<file path="src/rtl/instr_prefetch_queue_if.sv">
// rtl/instr_prefetch_queue_if.sv - bus/decoder handshake bundle for the instruction prefetch queue
interface instr_prefetch_queue_if #(
    parameter int AW = 16
);
    logic          flush;
    logic [AW-1:0] flush_addr;
    logic          mem_req;
    logic [AW-1:0] mem_addr;
    logic          mem_ready;
    logic [15:0]   mem_data;
    logic          ir_valid;
    logic [31:0]   ir;
    logic [AW-1:0] ir_pc;
    logic          ir_take;

    modport master (
        input  flush, flush_addr, mem_ready, mem_data, ir_take,
        output mem_req, mem_addr, ir_valid, ir, ir_pc
    );

    modport slave (
        output flush, flush_addr, mem_ready, mem_data, ir_take,
        input  mem_req, mem_addr, ir_valid, ir, ir_pc
    );
endinterface

</file>
<file path="src/rtl/instr_prefetch_queue.sv">
// rtl/instr_prefetch_queue.sv - fetches 16-bit word pairs into a DEPTH-entry queue of 32-bit instructions
module instr_prefetch_queue #(
    parameter int DEPTH = 4,
    parameter int AW    = 16
) (
    input  logic                  clk,
    input  logic                  reset,
    instr_prefetch_queue_if.master bus
);
    localparam int          PW   = $clog2(DEPTH);
    localparam logic [PW:0] FULL = (PW+1)'(DEPTH);

    typedef enum logic [1:0] {
        IDLE     = 2'd0,
        FETCH_LO = 2'd1,
        FETCH_HI = 2'd2
    } state_e;

    state_e        state_q, state_d;
    logic [AW-1:0] fetch_pc_q, fetch_pc_d;
    logic [15:0]   hold_q, hold_d;
    logic [PW-1:0] rd_ptr_q, rd_ptr_d;
    logic [PW-1:0] wr_ptr_q, wr_ptr_d;
    logic [PW:0]   count_q, count_d;
    logic [PW:0]   count_post;
    logic [31:0]   ir_mem_q [DEPTH];
    logic [AW-1:0] pc_mem_q [DEPTH];
    logic          push;
    logic          pop;

    assign pop        = bus.ir_take && (count_q != '0);
    assign push       = (state_q == FETCH_HI) && bus.mem_ready;
    // Occupancy after this edge's push/pop; decides whether another fetch may start.
    assign count_post = count_q + (PW+1)'(push) - (PW+1)'(pop);

    always_comb begin
        state_d    = state_q;
        fetch_pc_d = fetch_pc_q;
        hold_d     = hold_q;
        rd_ptr_d   = rd_ptr_q;
        wr_ptr_d   = wr_ptr_q;
        count_d    = count_q;
        if (bus.flush) begin
            state_d    = IDLE;
            fetch_pc_d = bus.flush_addr;
            rd_ptr_d   = '0;
            wr_ptr_d   = '0;
            count_d    = '0;
        end else begin
            count_d = count_post;
            if (pop)  rd_ptr_d = rd_ptr_q + PW'(1);
            if (push) wr_ptr_d = wr_ptr_q + PW'(1);
            case (state_q)
                IDLE: begin
                    if (count_post < FULL) state_d = FETCH_LO;
                end
                FETCH_LO: begin
                    if (bus.mem_ready) begin
                        hold_d     = bus.mem_data;
                        fetch_pc_d = fetch_pc_q + AW'(1);
                        state_d    = FETCH_HI;
                    end
                end
                FETCH_HI: begin
                    if (bus.mem_ready) begin
                        fetch_pc_d = fetch_pc_q + AW'(1);
                        state_d    = (count_post < FULL) ? FETCH_LO : IDLE;
                    end
                end
                default: state_d = IDLE;
            endcase
        end
    end

    always_ff @(posedge clk or negedge reset) begin
        if (!reset) begin
            state_q    <= IDLE;
            fetch_pc_q <= '0;
            hold_q     <= '0;
            rd_ptr_q   <= '0;
            wr_ptr_q   <= '0;
            count_q    <= '0;
        end else begin
            state_q    <= state_d;
            fetch_pc_q <= fetch_pc_d;
            hold_q     <= hold_d;
            rd_ptr_q   <= rd_ptr_d;
            wr_ptr_q   <= wr_ptr_d;
            count_q    <= count_d;
        end
    end

    always_ff @(posedge clk or negedge reset) begin
        if (!reset) begin
            for (int i = 0; i < DEPTH; i++) begin
                ir_mem_q[i] <= '0;
                pc_mem_q[i] <= '0;
            end
        end else if (push && !bus.flush) begin
            ir_mem_q[wr_ptr_q] <= {hold_q, bus.mem_data};
            pc_mem_q[wr_ptr_q] <= fetch_pc_q - AW'(1);
        end
    end

    assign bus.mem_req  = (state_q != IDLE);
    assign bus.mem_addr = fetch_pc_q;
    assign bus.ir_valid = (count_q != '0);
    assign bus.ir       = ir_mem_q[rd_ptr_q];
    assign bus.ir_pc    = pc_mem_q[rd_ptr_q];
endmodule

</file>
<file path="src/flat_wrapper.sv">
// flat-port wrapper written by rule: the top's interface ports become plain ports
module instr_prefetch_queue_flat 
#(
    parameter int DEPTH = 4,
    parameter int AW    = 16
)
  (clk, reset, bus_flush, bus_flush_addr, bus_mem_ready, bus_mem_data, bus_ir_take, bus_mem_req, bus_mem_addr, bus_ir_valid, bus_ir, bus_ir_pc);
  instr_prefetch_queue_if #(.AW(AW)) bus_i ();
  input  logic clk;
  input  logic reset;
  input wire logic [$bits(bus_i.flush)-1:0] bus_flush;
  input wire logic [$bits(bus_i.flush_addr)-1:0] bus_flush_addr;
  input wire logic [$bits(bus_i.mem_ready)-1:0] bus_mem_ready;
  input wire logic [$bits(bus_i.mem_data)-1:0] bus_mem_data;
  input wire logic [$bits(bus_i.ir_take)-1:0] bus_ir_take;
  output wire logic [$bits(bus_i.mem_req)-1:0] bus_mem_req;
  output wire logic [$bits(bus_i.mem_addr)-1:0] bus_mem_addr;
  output wire logic [$bits(bus_i.ir_valid)-1:0] bus_ir_valid;
  output wire logic [$bits(bus_i.ir)-1:0] bus_ir;
  output wire logic [$bits(bus_i.ir_pc)-1:0] bus_ir_pc;
  assign bus_i.flush = bus_flush;
  assign bus_i.flush_addr = bus_flush_addr;
  assign bus_i.mem_ready = bus_mem_ready;
  assign bus_i.mem_data = bus_mem_data;
  assign bus_i.ir_take = bus_ir_take;
  assign bus_mem_req = bus_i.mem_req;
  assign bus_mem_addr = bus_i.mem_addr;
  assign bus_ir_valid = bus_i.ir_valid;
  assign bus_ir = bus_i.ir;
  assign bus_ir_pc = bus_i.ir_pc;
  instr_prefetch_queue #(.DEPTH(DEPTH), .AW(AW)) u_core (.clk(clk), .reset(reset), .bus(bus_i));
endmodule
</file>
<file path="config.mk">
export PLATFORM = sky130hd
export DESIGN_NAME = instr_prefetch_queue_flat
export DESIGN_NICKNAME = d
export VERILOG_FILES = /design/src/rtl/instr_prefetch_queue_if.sv /design/src/rtl/instr_prefetch_queue.sv /design/src/flat_wrapper.sv
export SDC_FILE = /design/constraint.sdc
export NUM_CORES = 1
export LEC_CHECK = 0
export CELL_PAD_IN_SITES_DETAIL_PLACEMENT = 1
export CELL_PAD_IN_SITES_GLOBAL_PLACEMENT = 2
export CORE_MARGIN = 8
export CORE_UTILIZATION = 33
export CTS_CLUSTER_SIZE = 20
export DETAILED_ROUTE_END_ITERATION = 12
export GPL_TIMING_DRIVEN = 0
export PLACE_DENSITY = 0.79
export RECOVER_POWER = 100
export SLEW_MARGIN = 30
export SYNTH_ARGS = -nofsm -noshare
export SYNTH_HDL_FRONTEND = slang
export SYNTH_SLANG_ARGS = --single-unit
</file>
<file path="constraint.sdc">
create_clock -name clk -period 2.4 [get_ports clk]
set_clock_uncertainty 0.1 [all_clocks]
set_input_delay 0.48 -clock clk [delete_from_list [all_inputs] [get_ports clk]]
set_output_delay 0.48 -clock clk [all_outputs]
set_load 0.1 [all_outputs]
</file>
==> results of run 1 <==
state kept, by name (all words and copies together) (netlist names):
signal	cells
u_core.wr_ptr_q	2
u_core.pc_mem_q	64
u_core.bus.mem_addr	16
u_core.count_q	3
u_core.hold_q	16
u_core.rd_ptr_q	2
u_core.ir_mem_q	128
u_core.state_q	2
stage by stage:
| step | utilization | area, sq um | power, W | std cells |
|---|---|---|---|---|
| 2_1_floorplan | - | 10600 | 0.0109 | 1059 |
| 3_3_place_gp | 0.383 | 12100 | 0.0128 | 1562 |
| 3_5_place_dp | 0.386 | 12200 | 0.0129 | 1565 |
| 4_1_cts | 0.429 | 13600 | 0.0182 | 1625 |
| 5_1_grt | 0.432 | 13600 | 0.0190 | 1630 |
| 6_report | 0.432 | 13600 | 0.0183 | 1630 |
area by class of cell:
type,count,share of cell area
timing repair buffer,119,0.103
sequential,233,0.428
inverter,14,0.00385
multi-input combinational,742,0.329
clock inverter,16,0.0143
clock buffer,35,0.0569
buffer,69,0.0289
tap,402,0.0369
logic make-up (layout without fill, tap and decap cells):
logic type | Yosys count | count (layout) | share of synthesized area
AOI/OAI and AO/OA | 89 | 89 | 0.0455
buffers and inverters | 84 | 253 | 0.0301
muxes | 67 | 67 | 0.122
xor gates and xnor gates | 25 | 25 | 0.0221
DFF | 233 | 233 | 0.552
and+or+nand+nor | 547 | 547 | 0.210
adders and majority gates | 14 | 14 | 0.0173
per-layer routing:
metal / track usage / share of wire
met4: 0.0410 / 0.021
met1: 0.239 / 0.46
met3: 0.0226 / 0.035
met5: 0 / 0
met2: 0.293 / 0.48
final timing paths:
check                                      endpoint  slack (ps)
worst min-delay path            u_core.ir_mem_q[45]         370
min in group asynchronous       u_core.pc_mem_q[50]         900
worst max register to register    u_core.state_q[0]        -200
max in group asynchronous         u_core.state_q[0]         250
worst min register to register  u_core.ir_mem_q[45]         370
worst max-delay path                  bus_ir_pc[15]        -250
where the power goes:
part	switching, W	internal [W]	total (W)
Sequential	0.000611	0.00467	0.00528
Combinational	0.00567	0.00289	0.00857
Clock	0.00173	0.00272	0.00445
timing repair:
| action | in CTS | in global routing |
|---|---|---|
| setup endpoints to repair | 160 | 155 |
| pin swaps | 2 | 4 |
| endpoints found under the hold margin | 76 | 0 |
| buffers inserted | 6 | 2 |
| gates cloned | 3 | 3 |
| hold buffers | 1 | 0 |
| gates resized for setup | 442 | 42 |
cells in the final DEF (no fill, tap or decap), drive strengths merged, types with 4 or more instances in the layout:
master | Yosys | layout
clkdlybuf4s15 | 0 | 7
nand2 | 464 | 464
xnor2 | 14 | 14
nor2 | 25 | 25
xor2 | 10 | 10
nor3 | 7 | 7
nand3 | 7 | 7
clkbuf | 61 | 102
nor3b | 5 | 5
bufinv | 0 | 4
a31oi | 13 | 13
buf | 9 | 76
nor4 | 8 | 8
or3 | 5 | 5
ha | 13 | 13
clkdlybuf4s50 | 0 | 34
dfrtp | 233 | 233
mux4 | 48 | 48
inv | 14 | 14
nand4 | 13 | 13
o21ai | 67 | 67
clkinv | 0 | 12
mux2 | 17 | 17
critical path, stage by stage, from the launching register on:
cell and delay [ps]:
dfrtp_2 400, buf_12 170, clkbuf_16 170, mux4_2 570
buf_8 210
==> impl_results.md, run 1 <==
- Commonest cells in the netlist: 464 x nand2_1, 233 x dfrtp_1, 67 x o21ai_0
- Avg Cell Area, Syn: 9.97 sq um
- Endpoints failing hold: 0
- Starting DRC count in detailed routing: between 500 and 600
- Synth cell types: 39
- Clk sinks: between 200 and 250
- R2R depth: 11
- Tmin final: 2650 ps
- First-pass GRT wire length: 53.4 mm
- Max-slew headroom: 0.217
- Routed WL: ~33 mm
- GRT Overall Usage: 0.175
- Largest net degree at the start of global routing: 83
- Vias in the first global route: 9067
- Root buffer cell: clkbuf_16
- CTS Buffer Depth: 3
- Cell row count: 65
- Post-synth top area cell: dfrtp_1
- Average wire per standard cell: 20.3 um
- Filler Cells Inserted: 3514
- Slew Viols, Final: 0
- Antenna fix cells: 0
- CTS tree: built
- DR vias: 8259
- Worst-Skew Late Latency: between 500 and 600 ps
- Critical Path Source: u_core.rd_ptr_q[0]
- Critical path type: reg2out
- Net Count, Synth: 1110
- Critical R2R Launch: u_core.count_q[1]
- Setup Total Neg Slack: -10260 ps
- Critical path endpoint category: output port
- PwrDens: around 1300 mW/mm^2
- CP arrival: roughly 2100 ps
- IO Pins: 103
- Max cap viols: 0
- Hold Path Depth: 2
- NumNets Final: 1258
- Count leader, synth: nand2_1
- Setup violators final: 70
- Netlist Area Pre-Place: around 0.011 sq mm
- Min-delay worst type: reg2reg
- Worst Tran Pin Value: 1180 ps
- Final period util: 1.10
- Die area: 0.0380 sq mm
- Peak VDD IR: 0.877 mV
- Final HPWL DP: ~22 mm
- Prevailing post-synth register cell: dfrtp_1
- CP required: roughly 1800 ps
- Core area: ~0.032 sq mm
- Failing checks: setup timing
- Multi-input gate area: 0.00449 sq mm
- Share of layout cells above drive strength 1: 0.194
- Worst Hold Launch: u_core.ir_mem_q[45]
- Ys Warns: 0
- Clock H-tree levels: 1
- Drt drc: 0
- Outcome: complete, but fails checks
- Final hold slack: 366 ps
- Maximum clock rate: approximately 380 MHz
- Asr flop ratio synth: 1.00
- Die width: 195 um
- Top cells by area, synth: dfrtp_1 55%, nand2_1 17%, mux4_2 10%, o21ai_0 3.2%, clkbuf_1 2.2%
- Sequential share of the synthesized area: 0.552
- Startpoint Class: flop
- Post-synth EDFFs: 0
- Avg Vias per Cell: 5.07
- Antenna viol nets, final: 0
- First drt pass iteration count: 5
- Initial antenna violation count: 0
- Post-synth top area share: 0.552
- Leakage: 6.46 nW
- Initial Utilization: 0.334
- Storage element area: 0.00584 sq mm
- IO buf count: between 100 and 150
- Final WS setup: -250 ps
- Remaining global-route overflow: 0
- Cell count after synthesis: approximately 1100
- Final GP Congestion: between 0.7 and 0.8
- Clock transition at path regs: 60 ps
- Synth-to-Final Area Change: 29.3%
- RSZ-0062 raised after global routing: yes
- Cts bufs inserted: 28
- Setup WS pre-CTS: -1380 ps
- Synth Register Bits: 233
- Die Y: between 150 and 200 um
- Largest fanout on the critical path: 6
(Power assumes the default switching activity.)
==> inputs of run 2 (changes only) <==
--- a/config.mk
+++ b/config.mk
@@ -14,7 +14,6 @@
 export GPL_TIMING_DRIVEN = 0
 export PLACE_DENSITY = 0.79
 export RECOVER_POWER = 100
-export SLEW_MARGIN = 30
 export SYNTH_ARGS = -nofsm -noshare
 export SYNTH_HDL_FRONTEND = slang
 export SYNTH_SLANG_ARGS = --single-unit
==> impl_results.md, run 2 (synthesis gave the netlist of run 1 again) <==
- Average wire per standard cell: 20.5 um (+0.93%)
- Leakage: 6.48 nW (+0.36%)
- Final hold slack: 368 ps (+2.07 ps)
- Worst Hold Path EP: u_core.ir_mem_q[45]
- Die Y: 195 um (unchanged)
- Synth-to-Final Area Change: 29.1%
- PwrDens: 1320 mW/mm^2 (-1.6%)
- Worst Hold Launch: u_core.ir_mem_q[45]
- Critical R2R Launch: u_core.count_q[0]
- First-pass GRT wire length: 53.6 mm (+0.35%)
- Clk sinks: 233 (unchanged)
- Die area: 0.0380 sq mm (unchanged)
- Core area: 0.0316 sq mm (unchanged)
- Clock H-tree levels: 1 (unchanged)
- Routed WL: 33.4 mm (+0.86%)
- CP required: 1820 ps (about the same)
- GRT Overall Usage: 0.176 (+0.000955)
- Final HPWL DP: 22.1 mm (+0.61%)
- Initial Utilization: 0.334 (unchanged)
- DR vias: 8241 (-0.22%)
- Root buffer cell: clkbuf_16
- Largest fanout on the critical path: 5 (-1)
- IO Pins: 103 (unchanged)
- Worst Tran Pin Value: 1030 ps (-146 ps)
- Core Util, Final: 0.432 (-0.000595)
- R2r setup slk: -220 ps (-20 ps)
- Die width: 195 um (unchanged)
- Peak VDD IR: 1.01 mV (+15%)
- Max cap viols: 0 (unchanged)
- R2R depth: 10 (-1)
- Clock transition at path regs: 60 ps (about the same)
- Critical path type: reg2out
- Filler Cells Inserted: 3494 (-0.57%)
- CP max-delay cell: mux4_2
- Cell row count: 65 (unchanged)
- Failing checks: setup timing
- Initial antenna violation count: 0 (unchanged)
- Critical path endpoint category: output port
- IO buf count: 101 (unchanged)
- Most flops, register: u_core.ir_mem_q
- CTS Buffer Depth: 3 (unchanged)
- Max-slew headroom: 0.310 (+0.0938)
- Drt drc: 0 (unchanged)
- Power Total: 0.0180 W (-1.7%)
- NumNets Final: 1259 (+0.079%)
- Slew Viols, Final: 0 (unchanged)
- Antenna fix cells: 0 (unchanged)
- Setup violators final: 50 (-29%)
- Hold Path Depth: 2 (unchanged)
- Largest net degree at the start of global routing: 107 (+29%)
- Final period util: 1.11 (+0.00375)
- Avg Vias per Cell: 5.06 (-0.16%)
- Antenna viol nets, final: 0 (unchanged)
- Outcome: complete, but fails checks
- CP arrival: 2080 ps (about the same)
- Startpoint Class: flop
- Most common cell after layout, fill and taps aside: nand2_1
- Reg2reg end: u_core.state_q[0]
- First drt pass iteration count: 4 (-1)
- Endpoints failing hold: 0 (unchanged)
- CTS tree: built
- Share of layout cells above drive strength 1: 0.196 (+0.00179)
- Setup Total Neg Slack: -10420 ps (-154 ps)
- Remaining global-route overflow: 0 (unchanged)
- Largest regs: u_core.ir_mem_q x128, u_core.pc_mem_q x64
- Final GP Congestion: 0.762 (unchanged)
- Flip-flop count of the largest register after layout: 128 (unchanged)
- RSZ-0062 raised after global routing: yes
- Final WS setup: -259 ps (-8.99 ps)
- Most frequent cells in the layout: 463 x nand2_1, 227 x dfrtp_1, 66 x o21ai_0, 48 x mux4_2, 38 x clkbuf_1
- Tmin final: 2660 ps (+8.99 ps)
- Vias in the first global route: 9139 (+0.79%)
- Maximum clock rate: 376 MHz (-0.34%)
- Crit path largest cell delay: 570 ps (about the same)
- Starting DRC count in detailed routing: 538 (-5.1%)
- Worst-Skew Late Latency: 550 ps (about the same)
- Cts bufs inserted: 28 (unchanged)
- Min-delay worst type: reg2reg
- Crit-path cells: clkbuf_16, buf_12, mux4_2, buf_8
## run 2: cell count changes in the layout (fill, tap and decap cells not counted), sizes merged
cell	before	now
clkinv	12	11
bufinv	4	1
dlygate4sd2	2	8
clkbuf	102	103
clkdlybuf4s25	1	0
clkdlybuf4s15	7	8
buf	76	72
## run 2: worst max-delay path by stage
stage / start / to / slack (ps) / cells past startpoint
floorplan: u_core.count_q[2] / u_core.state_q[0] / -70 / 10
global placement: reset / u_core.bus.mem_addr[5] / -10780 / 1
detailed placement: u_core.rd_ptr_q[1] / bus_ir[16] / -1380 / 4
CTS: u_core.rd_ptr_q[0] / bus_ir_pc[13] / -260 / 4
global route: u_core.count_q[0] / u_core.state_q[0] / -330 / 10
finish: u_core.rd_ptr_q[0] / bus_ir_pc[13] / -260 / 4
## run 2: worst max-delay path: cells and delay by family (launching register included)
family / cells / cell delay [ps]
DFF: 1 / 410
muxes: 1 / 570
buffers and inverters: 3 / 530
## run 2: layout make-up
class / instances / area (sq um) / share of cell area
Inverter: 14 / 52.6 / 0.00386
Sequential cell: 233 / 5840 / 0.428
Buffer: 69 / 410 / 0.0301
Clock inverter: 12 / 100 / 0.00734
Tap cell: 402 / 503 / 0.0369
Timing Repair Buffer: 120 / 1450 / 0.106
Multi-Input combinational cell: 742 / 4470 / 0.328
Clock buffer: 37 / 805 / 0.0590
## run 2: per-layer routing
metal | track usage | vias to the layer above | wire (um)
li1 | - | 3807 | -
met1 | 0.235 | 4213 | 14800
met2 | 0.300 | 178 | 16400
met3 | 0.0254 | 43 | 1610
met4 | 0.0401 | 0 | 554
met5 | 0 | - | 0
## run 2: what timing repair did
item,in CTS,in global routing
hold buffers,1,0
resized for setup,442,40
endpoints found under the setup margin,161,127
gates cloned,3,3
endpoints found under the hold margin,34,0
setup buffers,5,5
pin swaps,2,2
## run 2: report_power, final
group	switching, W	internal, W
clock	0.00171	0.00245
sequential	0.000609	0.00467
combinational	0.00566	0.00289
## run 2: through the flow
stage                     setup slack (ps)  cells  cell area (sq um)
after floorplan                      -74.2   1059              10600
after global routing                  -325   1629              13600
after CTS                             -261   1621              13400
after detailed placement             -1380   1564              12200
after global placement              -10780   1562              12100
final                                 -259   1629              13600
==> inputs of run 3 (changes only) <==
--- a/config.mk
+++ b/config.mk
@@ -14,6 +14,7 @@
 export GPL_TIMING_DRIVEN = 0
 export PLACE_DENSITY = 0.79
 export RECOVER_POWER = 100
+export SLEW_MARGIN = 20
 export SYNTH_ARGS = -nofsm -noshare
 export SYNTH_HDL_FRONTEND = slang
 export SYNTH_SLANG_ARGS = --single-unit
==> impl_results.md, run 3 (synthesis gave the netlist of run 1 again) <==
- Outcome: complete, but fails checks
- Failing checks: setup timing
- WP buf/inv: 3 (unchanged)
- Crit path largest cell delay: 560 ps (about the same)
- Largest net degree at the start of global routing: 94 (-12%)
- Final HPWL DP: 21.9 mm (-0.81%)
- Max-slew headroom: 0.0754 (-0.235)
- GRT Overall Usage: 0.176 (about the same)
- Synth-to-Final Area Change: 28.1%
- Die area: 0.0380 sq mm (unchanged)
- CP required: 1820 ps (about the same)
- Placed Area: 0.0122 sq mm (unchanged)
- Cts bufs inserted: 27 (-3.6%)
- Filler Cells Inserted: 3519 (+0.72%)
- Tmin final: 2620 ps (-37.1 ps)
- Multi-input gate area: 0.00447 sq mm (unchanged)
- CP arrival: 2040 ps (-40 ps)
- Slew Viols, Final: 0 (unchanged)
- Leakage: 6.41 nW (-1.1%)
- Peak VDD IR: 0.811 mV (-19%)
- Power Total: 0.0177 W (-1.4%)
- IO buf count: 101 (unchanged)
- Final WS setup: -222 ps (+37.1 ps)
- Clk sinks: 233 (unchanged)
- Clock H-tree levels: 1 (unchanged)
- Most common cell after layout, fill and taps aside: nand2_1
- Maximum clock rate: 381 MHz (+1.4%)
- Final GP Congestion: 0.762 (unchanged)
- Storage element area: 0.00584 sq mm (about the same)
- First-pass GRT wire length: 53.4 mm (-0.36%)
- Average wire per standard cell: 20.4 um (-0.61%)
- Setup violators final: 55 (+10%)
- Drt drc: 0 (unchanged)
- Most flops, register: u_core.ir_mem_q
- CP top delay family: multiplexers
- Clock transition at path regs: 60 ps (about the same)
- Worst-Skew Late Latency: 540 ps (about the same)
- Crit-path cells: buf_12, clkbuf_16, mux4_2, buf_8
- NumNets Final: 1259 (unchanged)
- Largest fanout on the critical path: 6 (+1)
- Most Crowded Layer GR: met2
- Most frequent cells in the layout: 463 x nand2_1, 228 x dfrtp_1, 66 x o21ai_0, 50 x clkbuf_1, 48 x mux4_2
- Die Y: 195 um (unchanged)
- Final period util: 1.09 (-0.0155)
- IO Pins: 103 (unchanged)
- CTS tree: built
- Final hold slack: 369 ps (+0.548 ps)
- Core Util, Final: 0.429 (-0.00337)
- Starting DRC count in detailed routing: 527 (-2.0%)
- Layout Cells excl Fill: 1626 (-0.18%)
- Initial antenna violation count: 0 (unchanged)
- Core area: 0.0316 sq mm (unchanged)
- Placed Cells: 1564 (unchanged)
- RSZ-0062 raised after global routing: yes
- Critical path endpoint category: output port
- Root buffer cell: clkbuf_16
- Largest regs: u_core.ir_mem_q x128, u_core.pc_mem_q x64
- Met3 usage: 0.0245 (-0.000864)
- PwrDens: 1310 mW/mm^2 (-0.61%)
- CTS Buffer Depth: 3 (unchanged)
- Avg Vias per Cell: 5.06 (about the same)
- Min-delay worst type: reg2reg
- Critical path type: reg2out
- Share of layout cells above drive strength 1: 0.187 (-0.00851)
- Flip-flop count of the largest register after layout: 128 (unchanged)
- Antenna fix cells: 0 (unchanged)
- Routed WL: 33.1 mm (-0.80%)
- DR vias: 8230 (-0.13%)
- Remaining global-route overflow: 0 (unchanged)
- Startpoint Class: flop
- Vias in the first global route: 9075 (-0.70%)
- First drt pass iteration count: 4 (unchanged)
- Antenna viol nets, final: 0 (unchanged)
- Initial Utilization: 0.334 (unchanged)
- Die width: 195 um (unchanged)
- Post-route cell area: 0.0135 sq mm (-0.78%)
- Max cap viols: 0 (unchanged)
- Met2 usage: 0.295 (-0.00482)
- Cell row count: 65 (unchanged)
- Worst Tran Pin Value: 1390 ps (+352 ps)
- Endpoints failing hold: 0 (unchanged)
- R2r setup slk: -190 ps (+30 ps)
- M1 GR Usage: 0.238 (+0.00269)
- CP max-delay cell: mux4_2
## run 3: changes by cell type in the layout (fill, tap and decap cells not counted), moves of 2 or more
cell,delta
buf_12,+2
buf_16,-2
buf_2,+2
buf_8,-2
clkbuf_1,+12
clkbuf_2,-3
clkbuf_8,-2
clkinv_2,-6
dlygate4sd2_1,-4
## run 3: worst reg2reg max path: stages, from the launching register on
cell and delay, ps:
dfrtp_1 390, o31a_1 320, ha_1 280, inv_1 50, ha_1 130, inv_1 50, fa_2 330, xnor3_1 220
buf_4 160, a21oi_2 120, nor3_1 50, mux2_4 280
## run 3: worst paths after layout
path / from / to / depth (start not counted)
worst max-delay path: u_core.rd_ptr_q[0] / bus_ir[16] / 4
worst min-delay path: u_core.ir_mem_q[45] / u_core.ir_mem_q[45] / 2
worst max register to register: u_core.count_q[1] / u_core.state_q[0] / 11
worst min register to register: u_core.ir_mem_q[45] / u_core.ir_mem_q[45] / 2
max in group asynchronous: reset / u_core.rd_ptr_q[0] / 3
min in group asynchronous: reset / u_core.pc_mem_q[50] / 2
## run 3: area by class of cell
class / instances / share of cell area
buffer: 69 / 0.0303
clock buffer: 40 / 0.0573
clock inverter: 5 / 0.00398
inverter: 14 / 0.00389
multi-input combinational: 742 / 0.331
sequential: 233 / 0.432
tap: 402 / 0.0372
timing repair buffer: 121 / 0.105
## run 3: metrics by stage
step                      setup WS (ps)   TNS, ps
after global placement           -10780  -2417080
after floorplan                   -74.2     -74.2
after global routing               -296    -18050
final                              -222     -9050
after CTS                          -243     -9710
after detailed placement          -1420   -119040
## run 3: power breakdown
part	leakage (nW)	switching, W	internal, W	total [W]
sequential	3.12	0.000605	0.00467	0.00527
combinational	2.88	0.00564	0.00290	0.00855
clock	0.409	0.00160	0.00231	0.00391
total	6.41	0.00785	0.00988	0.0177
## run 3: repair_timing
item | 4_1_cts | 5_1_grt
setup buffers | 7 | 4
gates cloned | 3 | 3
setup endpoints to repair | 160 | 136
pin swaps | 2 | 2
resized for setup | 444 | 38
hold buffers | 1 | 0
endpoints found under the hold margin | 48 | 0
## run 3: metal layers
metal  share of wire  up-vias  wire (um)
met5               0        -          0
met4           0.019        0        631
met3           0.038       45       1260
met2            0.49      142      16200
met1            0.45     4240      15000
li1                -     3803          -
